File: config.mk
export PLATFORM = sky130hd
export DESIGN_NAME = apb_fabric_mux
export DESIGN_NICKNAME = d
export VERILOG_FILES = /design/src/rtl/apb_fabric_pkg.sv /design/src/rtl/apb_fabric_timer.sv /design/src/rtl/apb_fabric_mux.sv
export SDC_FILE = /design/constraint.sdc
export NUM_CORES = 1
export LEC_CHECK = 0
export BUFFER_PORTS_ARGS = -buffer_cell sky130_fd_sc_hd__buf_2
export CORE_MARGIN = 2
export CORE_UTILIZATION = 25
export CTS_CLUSTER_SIZE = 12
export DETAILED_ROUTE_END_ITERATION = 16
export HOLD_SLACK_MARGIN = 0.12
export PLACE_DENSITY = 0.6
export SYNTH_ARGS = -nofsm -noshare
export SYNTH_HDL_FRONTEND = slang
export SYNTH_SLANG_ARGS = --single-unit
File: constraint.sdc
create_clock -name SYSCLK -period 1.6 [get_ports SYSCLK]
set_input_delay 0.32 -clock SYSCLK [delete_from_list [all_inputs] [get_ports SYSCLK]]
set_output_delay 0.32 -clock SYSCLK [all_outputs]
set_load 0.05 [all_outputs]
File: src/rtl/apb_fabric_pkg.sv
// apb_fabric_pkg: shared FSM states, error read data and slot decode for apb_fabric_mux
// No ports; imported by apb_fabric_mux and apb_fabric_timer.
package apb_fabric_pkg;
  typedef enum logic [2:0] {IDLE, DSETUP, DACCESS, ERR, RESP} state_e;
  localparam int ERR_RDATA = 0;
  function automatic logic [31:0] slot_of(input logic [63:0] addr, input int unsigned lsb,
                                          input int unsigned bits);
    return 32'((addr >> lsb) & ((64'd1 << bits) - 64'd1));
  endfunction
endpackage

File: src/rtl/apb_fabric_timer.sv
// apb_fabric_timer: DACCESS cycle counter flagging when TIMEOUT cycles have elapsed
// Ports: clk/rst sync active-high; clear_i zeroes the count, enable_i advances it,
// expired_o is high on the TIMEOUT-th counted cycle.
module apb_fabric_timer #(
  parameter int TIMEOUT = 16
) (
  input  logic clk,
  input  logic rst,
  input  logic clear_i,
  input  logic enable_i,
  output logic expired_o
);
  localparam int W = $clog2(TIMEOUT);
  logic [W-1:0] cnt_q, cnt_d;
  always_comb cnt_d = clear_i ? '0 : enable_i ? cnt_q + 1'b1 : cnt_q;
  always_ff @(posedge clk) cnt_q <= rst ? '0 : cnt_d;
  assign expired_o = cnt_q == W'(TIMEOUT - 1);
endmodule

File: src/rtl/apb_fabric_mux.sv
// apb_fabric_mux: registered APB3 decoder from the MSS fabric master to N_SLAVES peripherals
// Ports: SYSCLK/SYSRESET (sync, active-high); MSSP* upstream slave port; S_P* downstream
// master port with one-hot S_PSEL and per-slave packed S_PRDATA/S_PREADY/S_PSLVERR.
// Build option: define APB_FABRIC_MUX_TIMEOUT_EN to error out slaves that stall for TIMEOUT cycles.
module apb_fabric_mux
  import apb_fabric_pkg::*;
#(
  parameter int N_SLAVES  = 4,
  parameter int ADDR_W    = 32,
  parameter int DATA_W    = 32,
  parameter int SLOT_LSB  = 8,
  parameter int SLOT_BITS = 4,
  parameter int TIMEOUT   = 16
) (
  input  logic                       SYSCLK,
  input  logic                       SYSRESET,
  input  logic                       MSSPSEL,
  input  logic                       MSSPENABLE,
  input  logic                       MSSPWRITE,
  input  logic [ADDR_W-1:0]          MSSPADDR,
  input  logic [DATA_W-1:0]          MSSPWDATA,
  output logic [DATA_W-1:0]          MSSPRDATA,
  output logic                       MSSPREADY,
  output logic                       MSSPSLVERR,
  output logic [N_SLAVES-1:0]        S_PSEL,
  output logic                       S_PENABLE,
  output logic                       S_PWRITE,
  output logic [ADDR_W-1:0]          S_PADDR,
  output logic [DATA_W-1:0]          S_PWDATA,
  input  logic [N_SLAVES*DATA_W-1:0] S_PRDATA,
  input  logic [N_SLAVES-1:0]        S_PREADY,
  input  logic [N_SLAVES-1:0]        S_PSLVERR
);
  if (TIMEOUT < 2 || N_SLAVES < 1 || N_SLAVES > (1 << SLOT_BITS)) begin : g_bad_cfg
    $error("apb_fabric_mux: invalid TIMEOUT/N_SLAVES/SLOT_BITS");
  end
  state_e              state_q;
  logic [N_SLAVES-1:0] sel_q;
  logic                en_q, wr_q, rdy_q, err_q;
  logic [ADDR_W-1:0]   addr_q;
  logic [DATA_W-1:0]   wdata_q, rdata_q, sel_rdata;
  logic [31:0]         slot;
  logic                sel_rdy, sel_err, expired;
  assign slot = slot_of(64'(MSSPADDR), SLOT_LSB, SLOT_BITS);
  // The one-hot select doubles as the slot index while downstream is active.
  assign sel_rdy = |(S_PREADY & sel_q);
  assign sel_err = |(S_PSLVERR & sel_q);
  always_comb begin
    sel_rdata = '0;
    for (int i = 0; i < N_SLAVES; i++) sel_rdata |= sel_q[i] ? S_PRDATA[i*DATA_W +: DATA_W] : '0;
  end
`ifdef APB_FABRIC_MUX_TIMEOUT_EN
  apb_fabric_timer #(.TIMEOUT(TIMEOUT)) u_timer (
    .clk      (SYSCLK),
    .rst      (SYSRESET),
    .clear_i  (state_q == DSETUP),
    .enable_i (state_q == DACCESS),
    .expired_o(expired)
  );
`else
  assign expired = 1'b0;
`endif
  always_ff @(posedge SYSCLK) begin
    if (SYSRESET) begin
      state_q <= IDLE;
      sel_q   <= '0;
      en_q    <= 1'b0;
      wr_q    <= 1'b0;
      addr_q  <= '0;
      wdata_q <= '0;
      rdy_q   <= 1'b0;
      err_q   <= 1'b0;
      rdata_q <= '0;
    end else if (state_q != IDLE && !MSSPSEL) begin
      // Master abandoned the transfer: drop everything without a response.
      state_q <= IDLE;
      sel_q   <= '0;
      en_q    <= 1'b0;
      rdy_q   <= 1'b0;
      err_q   <= 1'b0;
      rdata_q <= '0;
    end else begin
      case (state_q)
        IDLE: if (MSSPSEL && !MSSPENABLE) begin
          wr_q    <= MSSPWRITE;
          addr_q  <= MSSPADDR;
          wdata_q <= MSSPWDATA;
          if (slot < 32'(N_SLAVES)) begin
            state_q <= DSETUP;
            sel_q   <= N_SLAVES'(1) << slot;
          end else state_q <= ERR;
        end
        DSETUP: begin
          state_q <= DACCESS;
          en_q    <= 1'b1;
        end
        DACCESS: if (sel_rdy || expired) begin
          state_q <= RESP;
          sel_q   <= '0;
          en_q    <= 1'b0;
          rdy_q   <= 1'b1;
          rdata_q <= sel_rdy && !wr_q ? sel_rdata : DATA_W'(ERR_RDATA);
          err_q   <= sel_rdy ? sel_err : 1'b1;
        end
        ERR: begin
          state_q <= RESP;
          rdy_q   <= 1'b1;
          rdata_q <= DATA_W'(ERR_RDATA);
          err_q   <= 1'b1;
        end
        default: begin
          state_q <= IDLE;
          rdy_q   <= 1'b0;
          rdata_q <= '0;
          err_q   <= 1'b0;
        end
      endcase
    end
  end
  assign MSSPRDATA  = rdata_q;
  assign MSSPREADY  = rdy_q;
  assign MSSPSLVERR = err_q;
  assign S_PSEL     = sel_q;
  assign S_PENABLE  = en_q;
  assign S_PWRITE   = wr_q;
  assign S_PADDR    = addr_q;
  assign S_PWDATA   = wdata_q;
endmodule

Word level (Yosys, flattened, before mapping) --
Cells that the tools add are included.
Operators by class: bitwise gates (word level) 7, order comparisons 1, muxes and demuxes 21, $mul 0, add/sub/neg operators 0, div/mod/pow operators 0, shift operators 1, eq/ne operators 6, reduce and logical (&&, ||, !) cells 19
Operator list (count):
- $mux 32 | 6
- $or 32x32->32 | 3
- $pmux 32 s2 | 1
- $mux 4 | 3
- $pmux 3 s4 | 1
- $and 4x4->4 | 2
- $pmux 4 s2 | 1
- $reduce_or 4->1 | 2
- $eq 3x2->1 const B | 2
- $mux 3 | 2
- $ne 2x2->1 const B | 3
- $pmux 1 s3 | 2
- $reduce_and 2->1 | 3
- $lt 4x3->1 const B | 1
- $reduce_and 4->1 | 1
- $reduce_bool 2->1 | 2
- $reduce_or 2->1 | 2
- $shl 1x4->4 const A | 1
- $eq 3x1->1 const B | 1
- $logic_and 1x1->1 | 3
- $logic_not 1->1 | 3
- $logic_not 3->1 | 1
- $mux 1 | 3
- $reduce_and 3->1 | 1
- other kinds (4) | 5
Word-level totals: memories kept 0, bits in latches 0, bits in registers 107, bits in read-only memories 0, bits in writable memories 0, input port bits 205

Logic depth before layout (Yosys ltp) --
word-level depth 7, gate-level depth with buffers 7, gate-level depth less buffers 4

Worst setup path after synthesis --
OpenSTA, ideal clock, no wires.
path kind register to register, start point register sel_q[3], in the netlist S_PSEL[3], end point register rdata_q[10], in the netlist MSSPRDATA[10], required time 1.465 ns, arrival 1.815 ns, stages on the path, launching flop included 8, clock period less this slack 1.950 ns, slack -0.350 ns, cell sequence dfxtp_1 clkbuf_1 a22oi_1 a31o_2 buf_6 buf_6 a22oi_2 nor2_2
On the way: longest elaborated chain between the ends 6
RTL lines:
- start: declaration | RTL line apb_fabric_mux.sv:38 | logic [N_SLAVES-1:0] sel_q;
- start signal: assignment | RTL line apb_fabric_mux.sv:90 | sel_q <= N_SLAVES'(1) << slot;
- $and 4x4->4 | RTL line apb_fabric_mux.sv:46 | assign sel_rdy = |(S_PREADY & sel_q);
- $reduce_or 4->1 | RTL line apb_fabric_mux.sv:46
- $logic_and 1x1->1 | RTL line apb_fabric_mux.sv:102 | rdata_q <= sel_rdy && !wr_q ? sel_rdata : DATA_W'(ERR_RDATA);
- $mux 32 | RTL line apb_fabric_mux.sv:102
- $mux 32 | RTL line apb_fabric_mux.sv:97 | DACCESS: if (sel_rdy || expired) begin
- $pmux 32 s2 | RTL line apb_fabric_mux.sv:83 | case (state_q)
- end signal: assignment | RTL line apb_fabric_mux.sv:102
- end signal: assignment | RTL line apb_fabric_mux.sv:108 | rdata_q <= DATA_W'(ERR_RDATA);
- end: declaration | RTL line apb_fabric_mux.sv:41 | logic [DATA_W-1:0] wdata_q, rdata_q, sel_rdata;
Parallel ways exist; a longest one is shown, timed or not. The select of a mux whose other input is x is not followed. A chain may end at the register's enable or synchronous reset.

Final worst setup path --
start point register state_q[2], end point register wdata_q[29], in the netlist S_PWDATA[29]
On the way: longest elaborated chain between the ends 4
RTL lines:
- start: declaration | RTL line apb_fabric_mux.sv:37 | state_e state_q;
- start signal: assignment | RTL line apb_fabric_mux.sv:65 | state_q <= IDLE;
- start signal: assignment | RTL line apb_fabric_mux.sv:76 | state_q <= IDLE;
- start signal: assignment | RTL line apb_fabric_mux.sv:89 | state_q <= DSETUP;
- $reduce_bool 3->1 | RTL line apb_fabric_mux.sv:74 | end else if (state_q != IDLE && !MSSPSEL) begin
- $logic_and 1x1->1 | RTL line apb_fabric_mux.sv:74
- $not 1->1 (no line)
- $reduce_and 3->1 (no line) (*)
- end signal: assignment | RTL line apb_fabric_mux.sv:70 | wdata_q <= '0;
- end signal: assignment | RTL line apb_fabric_mux.sv:87 | wdata_q <= MSSPWDATA;
- end: declaration | RTL line apb_fabric_mux.sv:41
Every way passes the cells marked *; elsewhere a longest branch is shown, timed or not.

==> flow_summary.toml <==
[outcome]
status = "finished clean"

[min_path]
min_to = "S_PADDR[27]$_SDFFE_PP0P_"
min_from = "MSSPADDR[27]"
hold_path_depth = 3
hold_path_class = "input pin to flip-flop"

[global_routing]
grt_pass1_wl_um = 25300
antenna_found_initial = 2
overflow = 0
grt_pass1_vias = 4771
grt_max_degree = 67
grt_usage_pct = 16.0

[cells_and_area]
fin_area_mm2 = 0.00705
final_common_cell = "buf_2"
stdcell_count = 1099
final_cell_mix = "buf_2 (306), nand2_1 (167), dfxtp_1 (103)"
nNetsFinal = 1063
drive_gt1_share_pct = 49.6
area_delta_synth_final_pct = 49.1

[pwr]
power.internal_mw = 4.25
p_sw_mw = 1.92
clkPwrFrac_pct = 35.4
vdd_drop_max_v = 0.000445
p_seq_share_pct = 45.4
share_comb_of_total_power_pct = 19.2
p_sw_share_pct = 31.1
p_leak_nw = 3.25
powerDensity_mw_per_mm2 = 875

[yosys]
syn_area_per_cell_um2 = 8.44
yosysUniqueCellTypes = 30
syn-instance-count = 560
synth-seq-cells = 107
ys_seq_area_share_pct = 45.3
yosys_warnings = 0
synth_area_mm2 = 0.00473
syn_nets = 765

[timing]
fmax_mhz = 653
setup_viol = 0
tightest_slew_ns = 0.395
fin_crit_ns = 1.53
fin_ws_ns = 0.0695
hold_violations = 0
finClkSkew_ns = 0.0136
rsz0062_at_grt = "yes"
maxSlewHeadroom_pct = 73.7
period_share_pct = 95.7
timing.hold.ws_ns = 0.195
maxSlewViolCount = 0

[drt]
drtAntennaViolNets = 0
dr.pass1.iters = 5
avgViaCountPerCell = 4.62
num_vias = 5080
avgRoutedWirePerCell_um = 15.2
drtIter0Drc = 226
drc = 0
wl_um = 16700

[cts]
worstSkewPairLatency_ns = 0.36
cts-root-buf = "clkbuf_16"
clkTransAtPathRegs_ns = 0.08
cts_buffer_depth = 2
cts_buffers = 9
clock-sinks = 107
htreeDepth = 3
tritoncts = "done"

[worst_setup_path]
cpMostUsedCell = "buf_4"
required_ns = 1.83
slowest_stage = "dfxtp_1"
worst-path-max-fanout = 66
critPathBufInv = 3
setup.worst_path.start_class = "flip-flop"
rrSetupSlack_ns = 0.07
cp_data_arrival_time_ns = 1.76
cp-end-kind = "flip-flop"
cpLargestDelayFamily = "buffers and inverters"
rr_startpoint = "state_q[2]$_SDFFE_PP0P_"
crit_path_cell_trace = "buf_4 -> nor3_2 -> buf_4 -> nand2b_2 -> buf_12 -> nand2_1 -> a21oi_1"
rr_endpoint = "S_PWDATA[29]$_SDFFE_PP0P_"
slowest_delay_ns = 0.33
startpoint = "state_q[2]$_SDFFE_PP0P_"
rr_worst_depth = 7
crit_type = "flip-flop to flip-flop"

[floorplanning]
coreArea_mm2 = 0.0186
io_pins = 309
dieArea_mm2 = 0.0200
rows = 50
start_util_pct = 25.4
die_x_um = 142
die_height_um = 142

[placed_design]
numPortBuffers = 308
dpl.hpwl_um = 12400
placed_cells = 1075
gp_congestion = 0.782
dpl_cell_area_mm2 = 0.00665
dpl_worst_slack_ns = 0.0478

[run]
drv_cap = 0
-- through the flow --
stage	setup TNS (ns)	power [mW]	util, %
finish	0	6.17	37.8
CTS	0	6.25	37.3
global route	-0.00921	6.48	37.8
detailed placement	0	4.03	35.7
floorplan	0	3.54	-
global placement	0	4.02	35.7
-- metal layers --
metal	part of all wire, %	up-vias	track usage [%]
met1	42	2311	19.2
met3	8.6	18	5.37
met4	1.7	0	5.89
li1	-	2543	-
met5	0	-	0
met2	48	208	26.8
-- cell families after synthesis --
| family | Yosys count | share of synthesized area (%) |
|---|---|---|
| mux | 4 | 0.847 |
| buf+inv | 49 | 5.21 |
| compound gates | 178 | 28.3 |
| simple gates | 222 | 20.3 |
| flops | 107 | 45.3 |
-- worst register-to-register path, stage by stage, from the launching register on --
cell,delay [ns]
dfxtp_1,0.33
buf_4,0.15
nor3_2,0.22
buf_4,0.18
nand2b_2,0.08
buf_12,0.19
nand2_1,0.19
a21oi_1,0.07
-- synthesized netlist by cell type --
master / number / area, um^2
a211oi_1: 1 / 7.51
a211oi_4: 1 / 20.0
a21bo_2: 1 / 10.0
a21oi_1: 69 / 345
a222oi_1: 1 / 10.0
a22oi_1: 68 / 510
a22oi_2: 31 / 388
a31o_2: 2 / 17.5
and2b_1: 1 / 7.51
buf_2: 8 / 40.0
buf_6: 7 / 78.8
clkbuf_1: 33 / 124
dfxtp_1: 107 / 2140
inv_1: 1 / 3.75
mux2i_1: 4 / 40.0
nand2_1: 167 / 627
nand2b_1: 2 / 12.5
nand3_1: 1 / 5.00
nand3b_1: 1 / 7.51
nand4_1: 4 / 25.0
nor2_1: 9 / 33.8
nor2_2: 30 / 188
nor2b_1: 3 / 18.8
nor3_1: 1 / 5.00
nor3_2: 1 / 10.0
nor3b_1: 1 / 7.51
o21ai_0: 2 / 10.0
o21ba_2: 1 / 10.0
o21bai_2: 1 / 11.3
or3b_4: 1 / 11.3
-- worst max path at each step --
stage                                            end  depth (start not counted)
after floorplan           MSSPRDATA[10]$_SDFFE_PP0P_                          7
after global placement        S_PSEL[0]$_SDFFE_PP0P_                          5
after detailed placement      S_PSEL[0]$_SDFFE_PP0P_                          5
after CTS                                  S_PSEL[1]                          2
after global routing        S_PADDR[17]$_SDFFE_PP0P_                          7
final                      S_PWDATA[29]$_SDFFE_PP0P_                          7
-- power groups by stage --
| stage | clock network, mW | registers, mW | logic, mW |
|---|---|---|---|
| global placement | 0 | 2.86 | 1.17 |
| CTS | 2.28 | 2.80 | 1.17 |
| detailed placement | 0 | 2.86 | 1.17 |
| finish | 2.18 | 2.80 | 1.19 |
| floorplan | 0 | 3.18 | 0.357 |
| global route | 2.39 | 2.81 | 1.28 |
-- cell type report --
class                      instances  area (um^2)
fill                            1963        11600
multi-input combinational        404         2370
sequential                       107         2160
timing repair buffer             335         1940
tap                              234          293
clock buffer                       9          225
clock inverter                     7         60.1
antenna                            2         5.00
inverter                           1         3.75
-- state kept, by name (all words and copies together) (netlist names) --
| register | cells |
|---|---|
| S_PSEL | 4 |
| S_PWDATA | 32 |
| MSSPRDATA | 32 |
| MSSPSLVERR | 1 |
| S_PWRITE | 1 |
| S_PENABLE | 1 |
| S_PADDR | 32 |
| MSSPREADY | 1 |
| state_q | 3 |
-- repair_timing --
item,4_1_cts,5_1_grt
resized for setup,3,5
endpoints found under the hold margin,0,0
buffers inserted,0,4
cloned,0,2
pin swaps,0,2
hold buffers,0,0
endpoints found under the setup margin,1,25
Power figures use the tool's default switching activity.
